### config.mk
export PLATFORM = sky130hd
export DESIGN_NAME = lcd_frame_sequencer
export DESIGN_NICKNAME = d
export VERILOG_FILES = /design/src/rtl/lcd_pkg.sv /design/src/rtl/lcd_underflow_monitor.sv /design/src/rtl/lcd_frame_sequencer.sv
export SDC_FILE = /design/constraint.sdc
export NUM_CORES = 1
export LEC_CHECK = 0
export ABC_AREA = 1
export CORE_ASPECT_RATIO = 1.75
export CORE_MARGIN = 3
export CORE_UTILIZATION = 40
export DETAILED_ROUTE_END_ITERATION = 7
export MAX_ROUTING_LAYER = met4
export PLACE_DENSITY_LB_ADDON = 0.12
export SETUP_SLACK_MARGIN = 0.02
export SYNTH_ARGS = -nofsm -noshare
export SYNTH_HDL_FRONTEND = slang
export SYNTH_SLANG_ARGS = --single-unit
### constraint.sdc
create_clock -name clk_i -period 1.4 [get_ports clk_i]
set_input_delay 0.42 -clock clk_i [delete_from_list [all_inputs] [get_ports clk_i]]
set_output_delay 0.42 -clock clk_i [all_outputs]
set_load 0.005 [all_outputs]
### src/rtl/lcd_pkg.sv
// Shared types and constants for the LCD frame sequencer.
package lcd_pkg;

  typedef enum logic [2:0] {
    SEQ_IDLE,
    SEQ_START,
    SEQ_WAIT,
    SEQ_RUN,
    SEQ_GAP
  } lcd_seq_state_e;

  // Smallest usable start timeout: one START clock plus at least one WAIT clock.
  localparam int LCD_SEQ_MIN_TIMEOUT = 2;

  // Clamp a requested start timeout to the usable minimum.
  function automatic int lcd_seq_timeout_eff(input int t);
    return (t < LCD_SEQ_MIN_TIMEOUT) ? LCD_SEQ_MIN_TIMEOUT : t;
  endfunction

endpackage

### src/rtl/lcd_underflow_monitor.sv
// Pixel underflow monitor: sticky flag plus saturating clock count.
// Only instantiated when LCD_SEQ_UNDERFLOW_MON_EN is defined.
module lcd_underflow_monitor
  import lcd_pkg::*;
#(
  parameter int CNT_W = 16
) (
  input  logic             clk,
  input  logic             rst,
  input  logic             clear,
  input  logic             hit,
  output logic             flag,
  output logic [CNT_W-1:0] cnt
);

  // A hit in the same clock as clear wins: flag stays set and the count restarts at 1.
  always_ff @(posedge clk) begin
    if (rst) begin
      flag <= 1'b0;
      cnt  <= '0;
    end else begin
      if (hit)
        flag <= 1'b1;
      else if (clear)
        flag <= 1'b0;

      if (clear)
        cnt <= hit ? CNT_W'(1) : '0;
      else if (hit && (cnt != '1))
        cnt <= cnt + 1'b1;
    end
  end

endmodule

### src/rtl/lcd_frame_sequencer.sv
// Frame-level controller for the LCD timing generator: start pulses, busy tracking,
// inter-frame gap, continuous / single-shot operation, start timeout detection.
// Optional build macro: LCD_SEQ_UNDERFLOW_MON_EN enables the pixel underflow monitor.
//
// state     | meaning
// ----------+-----------------------------------------------------------
// SEQ_IDLE  | no frame in progress, waiting for enable or a single request
// SEQ_START | tg_start_o high for exactly this clock
// SEQ_WAIT  | waiting for tg_busy_i to rise, start timeout running
// SEQ_RUN   | frame active, watching for tg_busy_i falling edge
// SEQ_GAP   | inter-frame idle clocks counting down
module lcd_frame_sequencer
  import lcd_pkg::*;
#(
  parameter int GAP_W         = 16,
  parameter int FRAME_CNT_W   = 16,
  parameter int START_TIMEOUT = 16,
  parameter int UFLOW_CNT_W   = 16
) (
  input  logic                   clk_i,
  input  logic                   rst_i,
  input  logic                   enable_i,
  input  logic                   single_i,
  input  logic                   clear_i,
  input  logic [GAP_W-1:0]       gap_cycles_i,
  output logic                   tg_start_o,
  input  logic                   tg_busy_i,
  input  logic                   tg_enable_i,
  input  logic                   pix_valid_i,
  output logic                   frame_done_o,
  output logic [FRAME_CNT_W-1:0] frame_cnt_o,
  output logic                   idle_o,
  output logic                   timeout_o,
  output logic                   underflow_o,
  output logic [UFLOW_CNT_W-1:0] underflow_cnt_o
);

  localparam int TIMEOUT_EFF = lcd_seq_timeout_eff(START_TIMEOUT);
  localparam int TO_W        = (TIMEOUT_EFF > 2) ? $clog2(TIMEOUT_EFF) : 1;
  localparam logic [TO_W-1:0] TO_LAST = TO_W'(TIMEOUT_EFF - 1);

  lcd_seq_state_e state_q, state_d;
  logic [GAP_W-1:0] gap_q, gap_d;
  // Counts clocks since the start pulse: 0 in START, 1 on the first WAIT clock.
  logic [TO_W-1:0] to_cnt_q;
  logic pend_q;
  logic busy_q;
  logic frame_end;
  logic decide;
  logic to_hit;

  logic tg_start_q;
  logic frame_done_q;
  logic [FRAME_CNT_W-1:0] frame_cnt_q;
  logic idle_q;
  logic timeout_q;

  // Next-state logic; the continue/stop decision is shared by RUN (gap 0) and GAP.
  always_comb begin
    state_d   = state_q;
    gap_d     = gap_q;
    frame_end = 1'b0;
    decide    = 1'b0;
    to_hit    = 1'b0;
    case (state_q)
      SEQ_IDLE: begin
        if (enable_i || pend_q || single_i)
          state_d = SEQ_START;
      end
      SEQ_START: begin
        state_d = SEQ_WAIT;
      end
      SEQ_WAIT: begin
        if (tg_busy_i) begin
          state_d = SEQ_RUN;
        end else if (to_cnt_q == TO_LAST) begin
          to_hit  = 1'b1;
          state_d = SEQ_IDLE;
        end
      end
      SEQ_RUN: begin
        if (busy_q && !tg_busy_i) begin
          frame_end = 1'b1;
          if (gap_cycles_i == '0) begin
            decide = 1'b1;
          end else begin
            gap_d   = gap_cycles_i;
            state_d = SEQ_GAP;
          end
        end
      end
      SEQ_GAP: begin
        gap_d = gap_q - 1'b1;
        if (gap_q == GAP_W'(1))
          decide = 1'b1;
      end
      default: begin
        state_d = SEQ_IDLE;
      end
    endcase
    if (decide)
      state_d = (enable_i || pend_q) ? SEQ_START : SEQ_IDLE;
  end

  // State, counters, pending single request and busy history.
  always_ff @(posedge clk_i) begin
    if (rst_i) begin
      state_q  <= SEQ_IDLE;
      gap_q    <= '0;
      to_cnt_q <= '0;
      pend_q   <= 1'b0;
      busy_q   <= 1'b0;
    end else begin
      state_q  <= state_d;
      gap_q    <= gap_d;
      to_cnt_q <= (state_d == SEQ_START) ? '0 : to_cnt_q + 1'b1;
      pend_q   <= (state_d == SEQ_START) ? 1'b0 : (pend_q | single_i);
      busy_q   <= tg_busy_i;
    end
  end

  // Registered outputs, all derived from the next state so they align with it.
  always_ff @(posedge clk_i) begin
    if (rst_i) begin
      tg_start_q   <= 1'b0;
      frame_done_q <= 1'b0;
      frame_cnt_q  <= '0;
      idle_q       <= 1'b1;
      timeout_q    <= 1'b0;
    end else begin
      tg_start_q   <= (state_d == SEQ_START);
      frame_done_q <= frame_end;
      if (frame_end)
        frame_cnt_q <= frame_cnt_q + 1'b1;
      idle_q <= (state_d == SEQ_IDLE);
      if (to_hit)
        timeout_q <= 1'b1;
      else if (clear_i)
        timeout_q <= 1'b0;
    end
  end

  assign tg_start_o   = tg_start_q;
  assign frame_done_o = frame_done_q;
  assign frame_cnt_o  = frame_cnt_q;
  assign idle_o       = idle_q;
  assign timeout_o    = timeout_q;

`ifdef LCD_SEQ_UNDERFLOW_MON_EN
  logic uflow_hit;
  assign uflow_hit = (state_q == SEQ_RUN) && tg_enable_i && !pix_valid_i;

  lcd_underflow_monitor #(
    .CNT_W(UFLOW_CNT_W)
  ) u_uflow (
    .clk  (clk_i),
    .rst  (rst_i),
    .clear(clear_i),
    .hit  (uflow_hit),
    .flag (underflow_o),
    .cnt  (underflow_cnt_o)
  );
`else
  logic unused_uflow_inputs;
  assign unused_uflow_inputs = tg_enable_i ^ pix_valid_i;
  assign underflow_o     = 1'b0;
  assign underflow_cnt_o = '0;
`endif

endmodule

==> flow_summary_export.csv <==
group,metric,value,unit
timing,finalWorstSetupSlack,-150,ps
detailed_routing,final_antenna_net_count,0,
layout,finalNonFillerCells,616,
synthesis,ys_async_sr_fraction,0,
clocking,cts_buffer_depth,2,
synthesis,synth.most_common_cell,"nand2_1",
layout,seq_area,937,µm²
synthesis,syn_area,2670,µm²
floorplanning,core_area,6320,µm²
timing,skew,10.1,ps
setup_path,start_kind,"flip-flop",
timing,slew_violations,0,
setup_path,cp-end-kind,"flip-flop",
setup_path,critPathMaxFanout,5,
placed_design,place_area,3640,µm²
timing,timing.hold.ws,430,ps
layout,fin_area,4480,µm²
setup_path,cp_data_required_time,1660,ps
clocking,clock-sinks,45,
synthesis,ys_seq_area_frac,0.338,
run_status,status,"finished, violations left",
grt,track_usage,0.230,
timing,fin_crit,1550,ps
detailed_routing,detail_route.iter0.violations,219,
synthesis,synth-edff-count,0,
floorplanning,rows,38,
placed_design,portBuffers,41,
hold_path,hold_path_class,"in -> reg",
power_and_ir_drop,p_per_area,746,nW/µm²
timing,hold_viol,0,
grt,grt_remaining_overflow,0,
detailed_routing,vias_per_cell,5.04,
grt,grt_pass1_vias,3010,
timing,rsz0062_at_grt,"yes",
flow_run,maxCapViolCount,0,
layout,area_delta_synth_final,68.0,%
clocking,cts_root_buffer,"clkbuf_8",
clocking,cts_made_buffers,5,
detailed_routing,vias,3103,
power_and_ir_drop,p_leak,0.00213,µW
placed_design,place_hpwl,5660,µm
timing,setup_viol,24,
timing,fin_crit_sh,1.11,
clocking,path_clk_slew,100,ps
detailed_routing,wl_per_cell,14.4,µm
synthesis,ys_types,39,
floorplanning,die_area,7730,µm²
setup_path,path_class,"reg -> reg",
detailed_routing,drc,0,
placed_design,dp.cells,573,
detailed_routing,wl,8880,µm
floorplanning,die_w,67.7,µm
synthesis,syn_inst,395,
clocking,clk_latency,320,ps
layout,antenna_cells,0,
layout,multi_input_area,1940,µm²
clocking,tritoncts,"built",
layout,nNetsFinal,563,
synthesis,synth_ff_type,"dfxtp_1",
run_status,violations,"setup timing",
floorplanning,io_pins,61,
clocking,h-tree-depth,2,
placed_design,gp_congestion,0.910,
synthesis,yosysTopAreaCell,"dfxtp_1",
floorplanning,start_util,0.422,
synthesis,synth.avg_cell_area,6.76,µm²
synthesis,synthDominantCellAreaShare,0.338,
grt,antenna_found_initial,0,
detailed_routing,drt-pass1-iter-count,4,
power_and_ir_drop,peakVddDrop,0.000810,V
timing,fmax,0.645,GHz
synthesis,yosys-top-cells-count,"78 x nand2_1, 61 x nor2_1, 45 x dfxtp_1, 37 x inv_1, 27 x a21oi_1",
grt,grt_first_pass_wirelength,13200,µm
clocking,cts_hold_buf,0,
synthesis,yosysWarnings,0,
setup_path,cp_data_arrival_time,1810,ps
synthesis,ys_ff_latch,45,
floorplanning,die_h,114,µm
layout,fillers,508,
synthesis,synth_area_leaders,"dfxtp_1 34%, nand2_1 11%, nor2_1 8.6%",
layout,drive_above_1_share,0.513,
grt,grt_max_degree,18,
-- where the power goes --
| group | switching, µW | leakage [µW] | internal, µW |
|---|---|---|---|
| Sequential | 50.9 | 0.000377 | 1350 |
| Clock | 497 | 0.0000574 | 581 |
| Combinational | 457 | 0.00169 | 409 |
-- per-layer routing --
| layer | up-vias | global-route usage | wire length (µm) |
|---|---|---|---|
| li1 | 1518 | - | - |
| met2 | 96 | 0.420 | 5000 |
| met3 | 31 | 0.0373 | 362 |
| met1 | 1458 | 0.221 | 3160 |
| met5 | - | - | 0 |
| met4 | 0 | 0.123 | 344 |
-- final cells by class --
cell class | count | area share
clock inverters | 2 | 0.00837
multi-input cells | 298 | 0.434
repair buffers | 141 | 0.260
clock buffers | 6 | 0.0184
well taps | 80 | 0.0223
repair inverters | 3 | 0.00642
inverters | 41 | 0.0416
flip-flops and latches | 45 | 0.209
-- logic make-up (layout without fill, tap and decap cells) --
logic type	after synthesis	count (layout)	synth area share
simple gates	201	201	0.346
buf+inv	68	193	0.125
compound gates	65	65	0.134
flops	45	45	0.338
xor+xnor	10	10	0.0328
fa+ha+maj	4	4	0.0188
other cells	1	17	0.00141
mux	1	1	0.00375
-- registers in the layout (all words and copies together), names as in the netlist --
| signal | count |
|---|---|
| frame_done_o | 1 |
| state_q | 3 |
| tg_start_o | 1 |
| idle_o | 1 |
| frame_cnt_o | 16 |
| pend_q | 1 |
| timeout_o | 1 |
| busy_q | 1 |
| gap_q | 16 |
| to_cnt_q | 4 |
-- path summary, 6_finish.rpt --
path	start	endpoint	slack, ps	cells past startpoint
min	gap_cycles_i[10]	gap_q[10]$_SDFFE_PP0P_	430	5
max reg2reg	state_q[0]$_SDFF_PP0_	to_cnt_q[0]$_SDFF_PP0_	-150	11
min reg2reg	timeout_o$_SDFFE_PP0P_	timeout_o$_SDFFE_PP0P_	470	2
max	state_q[0]$_SDFF_PP0_	to_cnt_q[0]$_SDFF_PP0_	-150	11
-- cells in the final DEF, fill, tap and decap left out, types with 9 or more instances in the layout --
cell type      netlist  routed
dlygate4sd2_1        0      21
inv_2                4      10
buf_6                1      21
a21oi_2              0       9
nor2_2              11      20
nand3_1             20      13
o21ai_0             26      13
nand2_1             78      60
nand2_2              6      21
nor2_1              61      37
a21oi_1             27      17
dfxtp_1             45      22
dfxtp_2              0      20
inv_1               37      25
nor2_4               3      18
conb_1               1      17
buf_4               18      78
-- worst max-delay path, cell delays in order (launching register included) --
cell     delay, ps
dfxtp_2        350
nor2_2         140
nand2_2        110
nor2_2         190
nand3_2        140
nand2_2        120
nor2_4          50
nand2_2         80
nand2_2         70
nand2_4         80
nand2_4         80
nor2_2          70
-- repair_timing --
| item | CTS | global route |
|---|---|---|
| gates resized for setup | 183 | 74 |
| pin swaps | 52 | 39 |
| setup buffers | 23 | 10 |
| endpoints found under the setup margin | 63 | 39 |
| cloned | 2 | 1 |
-- through the flow --
step | util | setup WS (ps) | TNS [ps] | total power, µW
floorplan | - | -89.0 | -709 | 1850
global placement | 0.576 | -692 | -23850 | 2120
detailed placement | 0.576 | -708 | -24550 | 2130
CTS | 0.667 | -110 | -720 | 3300
global route | 0.709 | -260 | -4410 | 3500
finish | 0.709 | -150 | -1530 | 3340
Power figures use the tool's default switching activity.
